==> config.mk <==
export PLATFORM = sky130hd
export DESIGN_NAME = serial_pattern_scanner_flat
export DESIGN_NICKNAME = d
export VERILOG_FILES = /design/src/rtl/serial_pattern_scanner_if.sv /design/src/rtl/serial_pattern_scanner.sv /design/src/flat_wrapper.sv
export SDC_FILE = /design/constraint.sdc
export NUM_CORES = 1
export LEC_CHECK = 0
export ABC_AREA = 1
export BUFFER_PORTS_ARGS = -buffer_cell sky130_fd_sc_hd__buf_4
export CAP_MARGIN = 15
export CORE_ASPECT_RATIO = 0.8
export CORE_MARGIN = 3
export CORE_UTILIZATION = 55
export DETAILED_ROUTE_END_ITERATION = 16
export PLACE_DENSITY = 0.77
export SYNTH_ARGS = -nofsm -noshare
export SYNTH_HDL_FRONTEND = slang
export SYNTH_SLANG_ARGS = --single-unit
==> constraint.sdc <==
create_clock -name clk -period 4.7 [get_ports clk]
set_input_delay 0.47 -clock clk [delete_from_list [all_inputs] [get_ports clk]]
set_output_delay 0.47 -clock clk [all_outputs]
set_load 0.05 [all_outputs]
==> src/rtl/serial_pattern_scanner_if.sv <==
// Word stream between an upstream source and the pattern scanner.
// The source drives valid/data/last and the scanner answers with ready.
interface serial_pattern_scanner_if #(
  parameter int DW = 8
);
  logic          in_valid;
  logic [DW-1:0] in_data;
  logic          in_last;
  logic          in_ready;

  modport master (output in_valid, output in_data, output in_last, input in_ready);
  modport slave  (input in_valid, input in_data, input in_last, output in_ready);
endinterface

==> src/rtl/serial_pattern_scanner.sv <==
// Serialises upstream words MSB first into a programmable pattern detector
// and counts the matches of each start/done job.
module serial_pattern_scanner #(
  parameter int DW   = 8,
  parameter int PMAX = 8,
  parameter int CW   = 16
) (
  input  logic                       clk,
  input  logic                       reset,
  input  logic                       cfg_we,
  input  logic [PMAX-1:0]            cfg_pattern,
  input  logic [$clog2(PMAX+1)-1:0]  cfg_len,
  input  logic                       cfg_overlap,
  input  logic                       start,
  serial_pattern_scanner_if.slave    in_if,
  output logic                       busy,
  output logic                       match_pulse,
  output logic [CW-1:0]              match_count,
  output logic                       done,
  output logic                       err_cfg
);

  localparam int LW = $clog2(PMAX + 1);
  localparam int IW = (DW > 1) ? $clog2(DW) : 1;

  localparam logic [1:0] ST_IDLE  = 2'd0;
  localparam logic [1:0] ST_WAIT  = 2'd1;
  localparam logic [1:0] ST_SHIFT = 2'd2;
  localparam logic [1:0] ST_DONE  = 2'd3;

  localparam logic [LW-1:0] LEN_MAX = LW'(PMAX);
  localparam logic [LW-1:0] LEN_ONE = {{(LW-1){1'b0}}, 1'b1};
  localparam logic [IW-1:0] IDX_TOP = IW'(DW - 1);
  localparam logic [IW-1:0] IDX_ONE = {{(IW-1){1'b0}}, 1'b1};
  localparam logic [CW-1:0] CNT_MAX = {CW{1'b1}};
  localparam logic [CW-1:0] CNT_ONE = {{(CW-1){1'b0}}, 1'b1};

  logic [1:0]      state_r,   state_s;
  logic [PMAX-1:0] pattern_r, pattern_s;
  logic [LW-1:0]   len_r,     len_s;
  logic            overlap_r, overlap_s;
  logic            cfg_ok_r,  cfg_ok_s;
  logic            err_cfg_r, err_cfg_s;
  logic [DW-1:0]   word_r,    word_s;
  logic            last_r,    last_s;
  logic [IW-1:0]   idx_r,     idx_s;
  logic [PMAX-1:0] hist_r,    hist_s;
  logic [LW-1:0]   bitcnt_r,  bitcnt_s;
  logic [CW-1:0]   count_r,   count_s;
  logic            match_s;
  logic            match_pulse_r;
  logic            done_r;
  logic            busy_r;
  logic            in_ready_r;

  logic [PMAX-1:0] hist_shift_s;
  logic [PMAX-1:0] mask_s;
  logic [LW-1:0]   cnt_inc_s;
  logic            hit_s;

  // Next-state, configuration and detector datapath
  always_comb begin
    state_s   = state_r;
    pattern_s = pattern_r;
    len_s     = len_r;
    overlap_s = overlap_r;
    cfg_ok_s  = cfg_ok_r;
    err_cfg_s = err_cfg_r;
    word_s    = word_r;
    last_s    = last_r;
    idx_s     = idx_r;
    hist_s    = hist_r;
    bitcnt_s  = bitcnt_r;
    count_s   = count_r;
    match_s   = 1'b0;

    // The match test looks at the history as it will be after this shift.
    hist_shift_s = {hist_r[PMAX-2:0], word_r[idx_r]};
    mask_s       = ~({PMAX{1'b1}} << len_r);
    cnt_inc_s    = (bitcnt_r < LEN_MAX) ? (bitcnt_r + LEN_ONE) : bitcnt_r;
    hit_s        = ((hist_shift_s & mask_s) == (pattern_r & mask_s)) && (cnt_inc_s >= len_r);

    case (state_r)
      ST_IDLE: begin
        if (cfg_we) begin
          if ((cfg_len == '0) || (cfg_len > LEN_MAX)) begin
            err_cfg_s = 1'b1;
          end else begin
            pattern_s = cfg_pattern;
            len_s     = cfg_len;
            overlap_s = cfg_overlap;
            cfg_ok_s  = 1'b1;
            err_cfg_s = 1'b0;
          end
        end else begin
          err_cfg_s = err_cfg_r;
        end
        if (start && !err_cfg_r && cfg_ok_r) begin
          state_s  = ST_WAIT;
          hist_s   = '0;
          bitcnt_s = '0;
          count_s  = '0;
        end else begin
          state_s = ST_IDLE;
        end
      end
      ST_WAIT: begin
        if (in_if.in_valid) begin
          word_s  = in_if.in_data;
          last_s  = in_if.in_last;
          idx_s   = IDX_TOP;
          state_s = ST_SHIFT;
        end else begin
          state_s = ST_WAIT;
        end
      end
      ST_SHIFT: begin
        hist_s = hist_shift_s;
        if (hit_s) begin
          match_s  = 1'b1;
          count_s  = (count_r != CNT_MAX) ? (count_r + CNT_ONE) : count_r;
          // Non-overlap mode demands a full pattern's worth of fresh bits.
          bitcnt_s = overlap_r ? cnt_inc_s : '0;
        end else begin
          bitcnt_s = cnt_inc_s;
        end
        if (idx_r == '0) begin
          state_s = last_r ? ST_DONE : ST_WAIT;
        end else begin
          idx_s   = idx_r - IDX_ONE;
          state_s = ST_SHIFT;
        end
      end
      ST_DONE: begin
        state_s = ST_IDLE;
      end
      default: begin
        state_s = ST_IDLE;
      end
    endcase
  end

  // State and registered outputs; flags follow the next state so they align with it
  always_ff @(posedge clk or posedge reset) begin
    if (reset) begin
      state_r       <= ST_IDLE;
      pattern_r     <= '0;
      len_r         <= '0;
      overlap_r     <= 1'b0;
      cfg_ok_r      <= 1'b0;
      err_cfg_r     <= 1'b0;
      word_r        <= '0;
      last_r        <= 1'b0;
      idx_r         <= '0;
      hist_r        <= '0;
      bitcnt_r      <= '0;
      count_r       <= '0;
      match_pulse_r <= 1'b0;
      done_r        <= 1'b0;
      busy_r        <= 1'b0;
      in_ready_r    <= 1'b0;
    end else begin
      state_r       <= state_s;
      pattern_r     <= pattern_s;
      len_r         <= len_s;
      overlap_r     <= overlap_s;
      cfg_ok_r      <= cfg_ok_s;
      err_cfg_r     <= err_cfg_s;
      word_r        <= word_s;
      last_r        <= last_s;
      idx_r         <= idx_s;
      hist_r        <= hist_s;
      bitcnt_r      <= bitcnt_s;
      count_r       <= count_s;
      match_pulse_r <= match_s;
      done_r        <= (state_s == ST_DONE);
      busy_r        <= (state_s != ST_IDLE);
      in_ready_r    <= (state_s == ST_WAIT);
    end
  end

  assign in_if.in_ready = in_ready_r;
  assign busy           = busy_r;
  assign match_pulse    = match_pulse_r;
  assign match_count    = count_r;
  assign done           = done_r;
  assign err_cfg        = err_cfg_r;

endmodule

==> src/flat_wrapper.sv <==
// flat-port wrapper written by rule: the top's interface ports become plain ports
module serial_pattern_scanner_flat 
#(
  parameter int DW   = 8,
  parameter int PMAX = 8,
  parameter int CW   = 16
)
  (clk, reset, cfg_we, cfg_pattern, cfg_len, cfg_overlap, start, busy, match_pulse, match_count, done, err_cfg, in_if_in_valid, in_if_in_data, in_if_in_last, in_if_in_ready);
  serial_pattern_scanner_if #(.DW(DW)) in_if_i ();
  input  logic clk;
  input  logic reset;
  input  logic cfg_we;
  input  logic [PMAX-1:0] cfg_pattern;
  input  logic [$clog2(PMAX+1)-1:0] cfg_len;
  input  logic cfg_overlap;
  input  logic start;
  output logic busy;
  output logic match_pulse;
  output logic [CW-1:0] match_count;
  output logic done;
  output logic err_cfg;
  input wire logic [$bits(in_if_i.in_valid)-1:0] in_if_in_valid;
  input wire logic [$bits(in_if_i.in_data)-1:0] in_if_in_data;
  input wire logic [$bits(in_if_i.in_last)-1:0] in_if_in_last;
  output wire logic [$bits(in_if_i.in_ready)-1:0] in_if_in_ready;
  assign in_if_i.in_valid = in_if_in_valid;
  assign in_if_i.in_data = in_if_in_data;
  assign in_if_i.in_last = in_if_in_last;
  assign in_if_in_ready = in_if_i.in_ready;
  serial_pattern_scanner #(.DW(DW), .PMAX(PMAX), .CW(CW)) u_core (.clk(clk), .reset(reset), .cfg_we(cfg_we), .cfg_pattern(cfg_pattern), .cfg_len(cfg_len), .cfg_overlap(cfg_overlap), .start(start), .in_if(in_if_i), .busy(busy), .match_pulse(match_pulse), .match_count(match_count), .done(done), .err_cfg(err_cfg));
endmodule
==> summary.md, run 1 <==
| Metric | Value |
|---|---|
| # diodes | 0 |
| Initial DRT Pass Iterations | 4 |
| Synth-to-layout area growth | 19.3% |
| Layout cell share with drive strength beyond 1 | about 18% |
| Met3 WL post-DR | approximately 480 µm |
| Area share of the largest cell type after synthesis | 46.3% |
| Flop pwr share | ~34% |
| Top routing layer used | met4 |
| Clock root cell | clkbuf_8 |
| Final Hold Vio Count | 0 |
| Drt drc | 0 |
| Io pins | 48 |
| Gr ovfl total | 0 |
| Setup violators final | 0 |
| Met2 wire len | 3430 µm |
| Clk sinks | 60 |
| Synth Area in XOR/XNOR | 3.51% |
| Die span in x | 91.8 µm |
| Fmax | 413 MHz |
| Post-DP HPWL | between 5000 and 6000 µm |
| Clock buffer count from CTS | 9 |
| Status | finished, final reports clean |
| Synth unique cells | 33 |
| Prevailing post-synth register cell | dfrtp_1 |
| DR WL/cell | 13.6 µm |
| Final wirelength | approximately 7300 µm |
| Placed Instance Area | 3650 µm² |
| CP delay by family, top | simple AND/OR/NAND/NOR gates |
| Final net count | a little under 500 |
| Final Util | between 60 and 70% |
| Commonest cells post-synth | 127 x nand2_1, 60 x dfrtp_1, 49 x inv_1 |
| Largest family of logic cells by synthesized area | simple AND/OR/NAND/NOR gates |
| Fin. max-slew vios | 0 |
| Int Pwr | ~1.5 mW |
| Number of setup buffers added after CTS | 0 |
| Die ar. | 6860 µm² |
| Pwr/cell area | around 730 nW/µm² |
| VDD IR max | about 0.00042 V |
| Die H | about 75 µm |
| Antenna violations before repair | 0 |
| Crit-path max FO | 16 |
| Switching share of total power | between 40 and 50% |
| Unrepaired setup endpoints after global routing | no |
| Most frequent cell on the critical path | nand2_1 |
| Cell Chain, Critical Path | ha_1 -> nand2_1 -> nand2_1 -> ha_1 -> inv_1 -> o21bai_1 -> nand3_1 -> and3_1 -> nor2_4 -> nand4_4 -> nand3_1 -> nand2_1 |
| CP endpoint kind | register |
| Buf/Inv on CP | 1 |
| Synthesized instance count | between 400 and 500 |
| Yosys top cell by area | dfrtp_1 |
| Routed via count | around 2800 |
| Simple-Gate Fraction of Synth Area | between 30% and 40% |
| Via/cell ratio | 5.20 |
| # fillers | about 490 |
| CP Launch Type | register |
| EDFF count, synth | 0 |
| Placer Congestion | ~0.81 |
| Most numerous cell in the Yosys netlist | nand2_1 |
| Placeable Area | 5590 µm² |
| Crit Path Category | reg -> reg |
| Leakage power | a little over 2 nW |
| Post-Synth Adder-Cell Area | under 10% |
| Clock share of power | roughly 18% |
| Cell row count | 24 |
| Combinational share of power | between 40% and 50% |
| Hold Buf Count CTS | 0 |
| Worst slew pin tran | approximately 0.98 ns |
| Period utilisation layout | 51.5% |
| Final Cell Area | ~3900 µm² |
| Critical Path Max Stage Delay | 0.42 ns |
| Compound-Gate Fraction of Synth Area | about 6.1% |
| NetSw | 1.32 mW |
| Number of global-route vias before repair | between 2000 and 3000 |
| Post-placement cell count | approximately 520 |
| Overall Power | around 2.8 mW |
| Mapped Nets | 439 |
| FF+latch count, synth | 60 |
| Mean Syn Cell Area | roughly 8 µm² |
| Post-Syn Area | 3240 µm² |
| Dominant cells by area after synthesis | dfrtp_1 46%, nand2_1 15%, nand3_1 6.6% |
| Crit path time final | approximately 2.4 ns |
| Post-synthesis mux area share | 0% |
| CP required | slightly below 5 ns |
| Largest net degree at the start of global routing | 61 |
| Max cap viols | 0 |
| Non-Filler Instances | approximately 540 |
| CTS HTree Levels | 3 |
| First-pass GRT wire length | roughly 12000 µm |
| Worst-case clock buffer depth | 2 |
| Post-DRT Antenna Nets | 0 |
| Initial Util | slightly below 60% |
| Initial DRC count | between 150 and 200 |
| CTS tree | done |
| Slowest-stage cell, CP | dfrtp_1 |
| Wl on met1 | ~3400 µm |
| Worst slew margin | about a third |
| Clk_skew | between 0.01 and 0.015 ns |
| Sequential area share after synthesis | roughly 46% |
| Tot GR Track Use | a little under a quarter |
| Synth warn | 0 |
| CTS resizes | 0 |
| TNS Setup | 0 ns |
| Clk slew on worst S/H paths | ~0.070 ns |
| Latest clock arrival within the worst-skew pair | ~0.34 ns |
| Min-delay worst type | in -> reg |
| Async SR Flop Fraction | 100% |
| Port bufs | 47 |
| Worst Path Arrival | around 2.6 ns |
final cells by class:
class,instances,area (µm²),share of cell area (%)
sequential,60,1500,38.8
clock buffer,10,128,3.30
multi-input combinational,284,1500,38.7
timing repair buffer,48,360,9.31
inverter,52,195,5.05
clock inverter,6,88.8,2.30
tap,78,97.6,2.52
worst register-to-register path, stage by stage, from the launching register on:
cell and delay [ns]:
dfrtp_1 0.42, ha_1 0.31, nand2_1 0.07, nand2_1 0.08, ha_1 0.30, inv_1 0.05, o21bai_1 0.13, nand3_1 0.07
and3_1 0.17, nor2_4 0.18, nand4_4 0.27, nand3_1 0.18, nand2_1 0.08
metal layers:
| metal | up-vias | global-route usage [%] |
|---|---|---|
| li1 | 1406 | - |
| met1 | 1296 | 31.2 |
| met2 | 93 | 37.3 |
| met3 | 4 | 5.69 |
| met4 | 0 | 8.24 |
| met5 | - | 0 |
power groups by stage:
stage               registers [mW]  logic, mW  clock network (mW)
floorplan                     1.15      0.791                   0
global placement             0.941       1.31                   0
detailed placement           0.949       1.35                   0
CTS                          0.945       1.37               0.513
global route                 0.975       1.52               0.543
finish                       0.948       1.36               0.503
sequential cells by signal (all words and copies together), names as in the netlist, 2 cells and up:
name                flops
u_core.idx_r            3
u_core.len_r            4
u_core.match_count     16
u_core.bitcnt_r         4
u_core.state_r          2
u_core.pattern_r        8
u_core.word_r           8
u_core.hist_r           7
worst paths after layout:
path,start,to,slack (ns),cells after the start
max in group asynchronous,reset,u_core.pattern_r[4],3.83,3
min in group asynchronous,reset,u_core.busy,0.35,3
worst max register to register,u_core.bitcnt_r[0],u_core.match_count[0],2.28,12
worst max-delay path,u_core.bitcnt_r[0],u_core.match_count[0],2.28,12
worst min register to register,u_core.cfg_ok_r,u_core.cfg_ok_r,0.48,1
worst min-delay path,in_if_in_last,u_core.last_r,0.33,3
layout by cell type (no fill, tap or decap), drive strengths merged, types with 3 or more instances in the layout:
cell / Yosys / final
nand3: 46 / 46
buf: 4 / 48
a21oi: 4 / 4
dfrtp: 60 / 60
clkinv: 1 / 3
o22ai: 7 / 7
clkbuf: 4 / 10
xnor2: 3 / 3
o21ai: 18 / 18
nor2: 27 / 27
inv: 51 / 51
xor2: 10 / 10
nand4: 8 / 8
nand3b: 9 / 9
ha: 8 / 8
nor3: 4 / 4
nand2: 128 / 128
logic make-up (layout without fill, tap and decap cells):
kind of cell,Yosys count,count (layout)
XOR/XNOR,13,13
flip-flops,60,60
AO/OA/AOI/OAI,35,35
AND/OR/NAND/NOR,228,228
buffers and inverters,60,116
adder cells (fa/ha/maj),8,8
stage by stage:
stage               hold WS, ns  setup WS [ns]
floorplan                 0.440           2.55
global placement          0.451           2.44
detailed placement        0.463           2.29
CTS                       0.317           2.26
global route              0.312           2.13
finish                    0.330           2.28
No activity file was read; power rests on OpenSTA's default activity.
==> inputs of run 2 (changes only) <==
==> constraint.sdc (replaced) <==
create_clock -name clk -period 2.36 [get_ports clk]
set_input_delay 0.236 -clock clk [delete_from_list [all_inputs] [get_ports clk]]
set_output_delay 0.236 -clock clk [all_outputs]
set_load 0.05 [all_outputs]
==> summary.md, run 2 (synthesis results as in run 1) <==
| Metric | Value |
|---|---|
| Latest clock arrival within the worst-skew pair | 0.34 ns (about the same) |
| Worst Path Arrival | 2.55 ns (-0.09 ns) |
| Flop pwr share | 31.3% (-2.5 points) |
| R2R depth | 13 (+1) |
| Final Cell Area | 4110 µm² (+6.1%) |
| CTS tree | done |
| Worst slew pin tran | 0.609 ns (-0.373 ns) |
| Worst-case clock buffer depth | 2 (unchanged) |
| Clk slew on worst S/H paths | 0.07 ns (about the same) |
| Unrepaired setup endpoints after global routing | yes |
| R2r setup slk | 0.03 ns (-2.25 ns) |
| Post-DRT Antenna Nets | 0 (unchanged) |
| Die H | 74.7 µm (unchanged) |
| Initial DRC count | 205 (+13%) |
| Combinational share of power | 52.1% (+3.8 points) |
| Synth-to-layout area growth | 26.7% |
| Final Hold Vio Count | 0 (unchanged) |
| Worst Setup SP | u_core.bitcnt_r[0] |
| Clk_skew | 0.00999 ns (-0.000441 ns) |
| Max cap viols | 0 (unchanged) |
| Clock root cell | clkbuf_8 |
| CP endpoint kind | register |
| Worst R2R End | u_core.match_count[4] |
| Final net count | 506 (+3.3%) |
| Die span in x | 91.8 µm (unchanged) |
| Initial Util | 58.0% (unchanged) |
| Overall Power | 6.07 mW (+120%) |
| Crit path time final | 2.33 ns (-0.0930 ns) |
| Antenna violations before repair | 0 (unchanged) |
| CP Capture Point | u_core.match_count[4] |
| Io pins | 48 (unchanged) |
| Number of global-route vias before repair | 2716 (-0.11%) |
| Most common cell after layout, fill and taps aside | nand2_1 |
| R2r startpoint | u_core.bitcnt_r[0] |
| Int Pwr | 3.25 mW (+120%) |
| CP required | 2.58 ns (-2.34 ns) |
| Min-delay worst type | in -> reg |
| Clk sinks | 60 (unchanged) |
| # diodes | 0 (unchanged) |
| Fmax | 430 MHz (+4.0%) |
| Largest net degree at the start of global routing | 36 (-41%) |
| Via/cell ratio | 5.26 (+1.0%) |
| Worst slew margin | 59.3% (+25 points) |
| Placed Instance Area | 3700 µm² (+1.4%) |
| Status | finished, final reports clean |
| Final wirelength | 7860 µm (+7.2%) |
| Crit Path Category | reg -> reg |
| Fin. max-slew vios | 0 (unchanged) |
| Port bufs | 47 (unchanged) |
| # fillers | 445 (-8.8%) |
| Layout cell share with drive strength beyond 1 | 23.7% (+5.9 points) |
| Placeable Area | 5590 µm² (unchanged) |
| DR WL/cell | 14.2 µm (+4.1%) |
| Initial DRT Pass Iterations | 4 (unchanged) |
| Die ar. | 6860 µm² (unchanged) |
| Cell row count | 24 (unchanged) |
| CTS HTree Levels | 3 (unchanged) |
| NetSw | 2.82 mW (+110%) |
| Drt drc | 0 (unchanged) |
| Worst Slack Setup Final | 0.0317 ns (-2.25 ns) |
| CP Launch Type | register |
| Crit-path max FO | 8 (-8) |
| Routed via count | 2912 (+4.0%) |
| Leakage power | 2.13 nW (+4.6%) |
| Clock share of power | 16.7% (-1.2 points) |
| WHS | 0.0971 ns (-0.233 ns) |
| Max FFs per register | 16 (unchanged) |
| Clock buffer count from CTS | 9 (unchanged) |
| Pwr/cell area | 1480 nW/µm² (+100%) |
| Pre-CTS WS | -0.0175 ns (-2.31 ns) |
| VDD IR max | 0.00103 V (+150%) |
| Tot GR Track Use | 23.8% (+0.61 points) |
| Placer Congestion | 0.795 (-1.4%) |
| First-pass GRT wire length | 12600 µm (+1.8%) |
| Switching share of total power | 46.5% (-0.41 points) |
| Commonest cells after routing, fill and taps aside | 124 x nand2_1, 60 x dfrtp_1, 59 x buf_4 |
| Gr ovfl total | 0 (unchanged) |
| Post-DP HPWL | 5210 µm (+0.90%) |
| Period utilisation layout | 98.7% (+47 points) |
| Setup violators final | 0 (unchanged) |
-- run 2: cell types whose count changed in the layout (fill, tap and decap cells not counted), moves of 3 or more --
cell | previous run | this run
buf_4 | 48 | 59
nand3_1 | 43 | 32
nand3_2 | 3 | 14
nand2_1 | 127 | 124
nand2_2 | 0 | 3
-- run 2: metal layers --
| layer | global-route usage (%) | routed length (µm) | up-vias |
|---|---|---|---|
| met5 | 0 | 0 | - |
| li1 | - | - | 1448 |
| met3 | 7.29 | 575 | 13 |
| met4 | 8.07 | 112 | 0 |
| met2 | 37.7 | 3610 | 99 |
| met1 | 31.8 | 3560 | 1352 |
-- run 2: power groups by stage --
stage	Sequential, mW	Combinational (mW)	Clock, mW
after detailed placement	1.89	2.71	0
after CTS	1.87	2.90	1.03
after global placement	1.87	2.64	0
after global routing	1.95	3.48	1.09
after floorplan	2.30	1.57	0
final	1.90	3.16	1.01
-- run 2: cell type report --
class                           count  area [µm²]  area share [%]
Multi-Input combinational cell    286        1610            39.2
Tap cell                           78        97.6            2.38
Clock inverter                      4        72.6            1.77
Timing Repair Buffer               62         484            11.8
Clock buffer                       12         145            3.53
Sequential cell                    60        1500            36.6
Inverter                           52         195            4.75
-- run 2: stage by stage --
stage                     utilization, %  instances  TNS [ns]
after detailed placement            66.3        527   -0.0191
final                               73.5        554         0
after global placement              66.3        527         0
after CTS                           71.3        549         0
after floorplan                        -        404         0
after global routing                73.5        554     -1.31
-- run 2: repair_timing --
| item | CTS | global route |
|---|---|---|
| cloned | 2 | 0 |
| gates resized for setup | 1 | 18 |
| hold endpoints to repair | 25 | 0 |
| setup buffers | 3 | 5 |
| pin swaps | 3 | 14 |
| hold buffers | 1 | 0 |
| endpoints found under the setup margin | 16 | 21 |
-- run 2: how the worst min path moves through the flow --
stage | start | end | slack [ns] | cells past startpoint
final | cfg_pattern[3] | u_core.pattern_r[3] | 0.1 | 3
after global routing | cfg_len[0] | u_core.len_r[0] | 0.1 | 3
after CTS | cfg_pattern[6] | u_core.pattern_r[6] | 0.08 | 3
after detailed placement | reset | u_core.in_if.in_ready | 0.33 | 2
after global placement | reset | u_core.in_if.in_ready | 0.33 | 2
after floorplan | cfg_len[0] | u_core.len_r[0] | 0.35 | 2
-- run 2: worst max-delay path, cell delays in order, from the launching register on --
cell      delay, ns
dfrtp_1        0.39
ha_1           0.30
nand2_1        0.07
nand2_2        0.08
ha_4           0.27
inv_2          0.02
o21bai_1       0.15
nand3_1        0.10
and3_4         0.16
nor2_4         0.13
buf_4          0.16
nand4_4        0.18
nand3_1        0.14
nand2_1        0.05
==> inputs of run 3 (changes only) <==
--- a/config.mk
+++ b/config.mk
@@ -13,6 +13,7 @@
 export CORE_UTILIZATION = 55
 export DETAILED_ROUTE_END_ITERATION = 16
 export PLACE_DENSITY = 0.77
+export RECOVER_POWER = 100
 export SYNTH_ARGS = -nofsm -noshare
 export SYNTH_HDL_FRONTEND = slang
 export SYNTH_SLANG_ARGS = --single-unit
==> summary.md, run 3 (synthesis results as in run 1) <==
| Metric | Value |
|---|---|
| Status | finished, final reports clean |
| # fillers | 475 (+6.7%) |
| Worst slew pin tran | 0.951 ns (+0.341 ns) |
| Routed via count | 2929 (+0.58%) |
| Commonest cells after routing, fill and taps aside | 124 x nand2_1, 60 x dfrtp_1, 48 x inv_1 |
| VDD IR max | 0.000969 V (-5.5%) |
| Worst Hold Depth | 3 (unchanged) |
| Synth-to-layout area growth | 23.4% |
| Crit path time final | 2.34 ns (+0.00850 ns) |
| Worst slew margin | 36.5% (-23 points) |
| Via/cell ratio | 5.29 (+0.58%) |
| Tot GR Track Use | 23.8% (unchanged) |
| Cell Chain, Critical Path | ha_1 -> nand2_1 -> nand2_2 -> ha_4 -> inv_2 -> o21bai_1 -> nand3_1 -> and3_4 -> nor2_4 -> buf_4 -> nand4_4 -> nand3_1 -> nand2_1 |
| Fmax | 428 MHz (-0.36%) |
| Slowest-stage cell, CP | dfrtp_1 |
| Clock root cell | clkbuf_8 |
| Period utilisation layout | 99.0% (+0.36 points) |
| DR WL/cell | 14.2 µm (+0.42%) |
| Largest net degree at the start of global routing | 36 (unchanged) |
| Final net count | 506 (unchanged) |
| CP Launch Type | register |
| Initial DRT Pass Iterations | 5 (+1) |
| Max FFs per register | 16 (unchanged) |
| Worst Path Arrival | 2.56 ns (about the same) |
| Hold Path Sink | u_core.pattern_r[3] |
| Critical Path Max Stage Delay | 0.39 ns (about the same) |
| Initial DRC count | 138 (-33%) |
| First-pass GRT wire length | 12600 µm (unchanged) |
| WHS | 0.0952 ns (-0.00186 ns) |
| Worst R2R End | u_core.match_count[4] |
| Die H | 74.7 µm (unchanged) |
| Unrepaired setup endpoints after global routing | yes |
| Worst-case clock buffer depth | 2 (unchanged) |
| Final Hold Vio Count | 0 (unchanged) |
| Post-DRT Antenna Nets | 0 (unchanged) |
| # diodes | 0 (unchanged) |
| Setup violators final | 0 (unchanged) |
| R2r setup slk | 0.02 ns (about the same) |
| Clk_skew | 0.0109 ns (+0.000953 ns) |
| CP endpoint kind | register |
| Final Util | 71.6% (-1.9 points) |
| CP required | 2.58 ns (about the same) |
| Hold Crit Start | cfg_pattern[3] |
| Cell row count | 24 (unchanged) |
| CTS HTree Levels | 3 (unchanged) |
| Crit Path Category | reg -> reg |
| Placer Congestion | 0.795 (unchanged) |
| FF/Latch Area | 1500 µm² (unchanged) |
| Io pins | 48 (unchanged) |
| Clock buffer count from CTS | 9 (unchanged) |
| Fin. max-slew vios | 0 (unchanged) |
| Post-DP HPWL | 5210 µm (unchanged) |
| Leakage power | 2.03 nW (-4.8%) |
| Min-delay worst type | in -> reg |
| Port bufs | 47 (unchanged) |
| CTS tree | done |
| Clk sinks | 60 (unchanged) |
| Pwr/cell area | 1480 nW/µm² (+0.37%) |
| Placeable Area | 5590 µm² (unchanged) |
| Multi-input gate area | 1610 µm² (unchanged) |
| Clk slew on worst S/H paths | 0.07 ns (about the same) |
| Number of global-route vias before repair | 2716 (unchanged) |
| Crit-path max FO | 8 (unchanged) |
| Gr ovfl total | 0 (unchanged) |
| R2r startpoint | u_core.bitcnt_r[0] |
| Antenna violations before repair | 0 (unchanged) |
| Drt drc | 0 (unchanged) |
| Latest clock arrival within the worst-skew pair | 0.34 ns (about the same) |
| Die span in x | 91.8 µm (unchanged) |
| Most common cell after layout, fill and taps aside | nand2_1 |
| Die ar. | 6860 µm² (unchanged) |
| Max cap viols | 0 (unchanged) |
| Initial Util | 58.0% (unchanged) |
| Layout cell share with drive strength beyond 1 | 18.5% (-5.3 points) |
| R2R depth | 13 (unchanged) |
| Final wirelength | 7890 µm (+0.42%) |
==> run 3: cell count changes in the layout (fill, tap and decap cells not counted) <==
cell | before | now
inv_2 | 4 | 3
inv_1 | 47 | 48
buf_2 | 0 | 1
clkbuf_1 | 2 | 26
clkbuf_4 | 0 | 1
buf_4 | 59 | 34
buf_12 | 1 | 0
==> run 3: worst max-delay path by stage <==
| stage | from | to | slack [ns] |
|---|---|---|---|
| after floorplan | u_core.bitcnt_r[0] | u_core.match_count[2] | 0.21 |
| after global placement | u_core.bitcnt_r[0] | u_core.match_count[13] | 0.11 |
| after detailed placement | u_core.bitcnt_r[0] | u_core.match_count[6] | -0.02 |
| after CTS | u_core.bitcnt_r[0] | u_core.match_count[3] | 0.003 |
| after global routing | u_core.bitcnt_r[0] | u_core.match_count[4] | -0.13 |
| final | u_core.bitcnt_r[0] | u_core.match_count[4] | 0.02 |
==> run 3: where the power goes <==
part	switching [mW]	total, mW	leakage (nW)	internal [mW]
registers	0.416	1.89	0.762	1.48
logic	2.01	3.03	1.16	1.02
clock network	0.391	1.01	0.107	0.622
==> run 3: repair_timing <==
item | 4_1_cts | 5_1_grt
pin swaps | 3 | 14
cloned | 2 | 0
gates resized for setup | 1 | 18
endpoints found under the hold margin | 25 | 0
setup endpoints to repair | 16 | 21
buffers inserted | 3 | 5
hold buffers | 1 | 0
==> run 3: metrics by stage <==
stage	area, µm²	total power, mW	cells	setup TNS, ns	worst slack [ns]
finish	4000	5.94	554	0	0.0232
global route	4000	6.38	554	-1.31	-0.127
CTS	3980	5.80	549	0	0.00307
detailed placement	3700	4.60	527	-0.0191	-0.0175
global placement	3700	4.51	527	0	0.115
floorplan	3240	3.87	404	0	0.208
==> run 3: worst max-delay path, delay by kind of cell (launching register included) <==
family / cells / cell delay, ns
AOI/OAI and AO/OA: 1 / 0.15
DFF: 1 / 0.39
buffers and inverters: 2 / 0.18
adders and majority gates: 2 / 0.57
and+or+nand+nor: 8 / 0.91
==> run 3: final cells by class <==
cell class,count,area share [%]
multi-input combinational,286,40.2
sequential,60,37.5
timing repair buffer,62,9.47
inverter,52,4.88
clock buffer,12,3.63
tap,78,2.44
clock inverter,4,1.81
==> run 3: routing by layer <==
layer	track usage (%)	share of wire, %	vias up
li1	-	-	1444
met5	0	0	-
met4	8.07	1.3	0
met3	7.29	8.0	15
met2	37.7	47	108
met1	31.8	44	1362
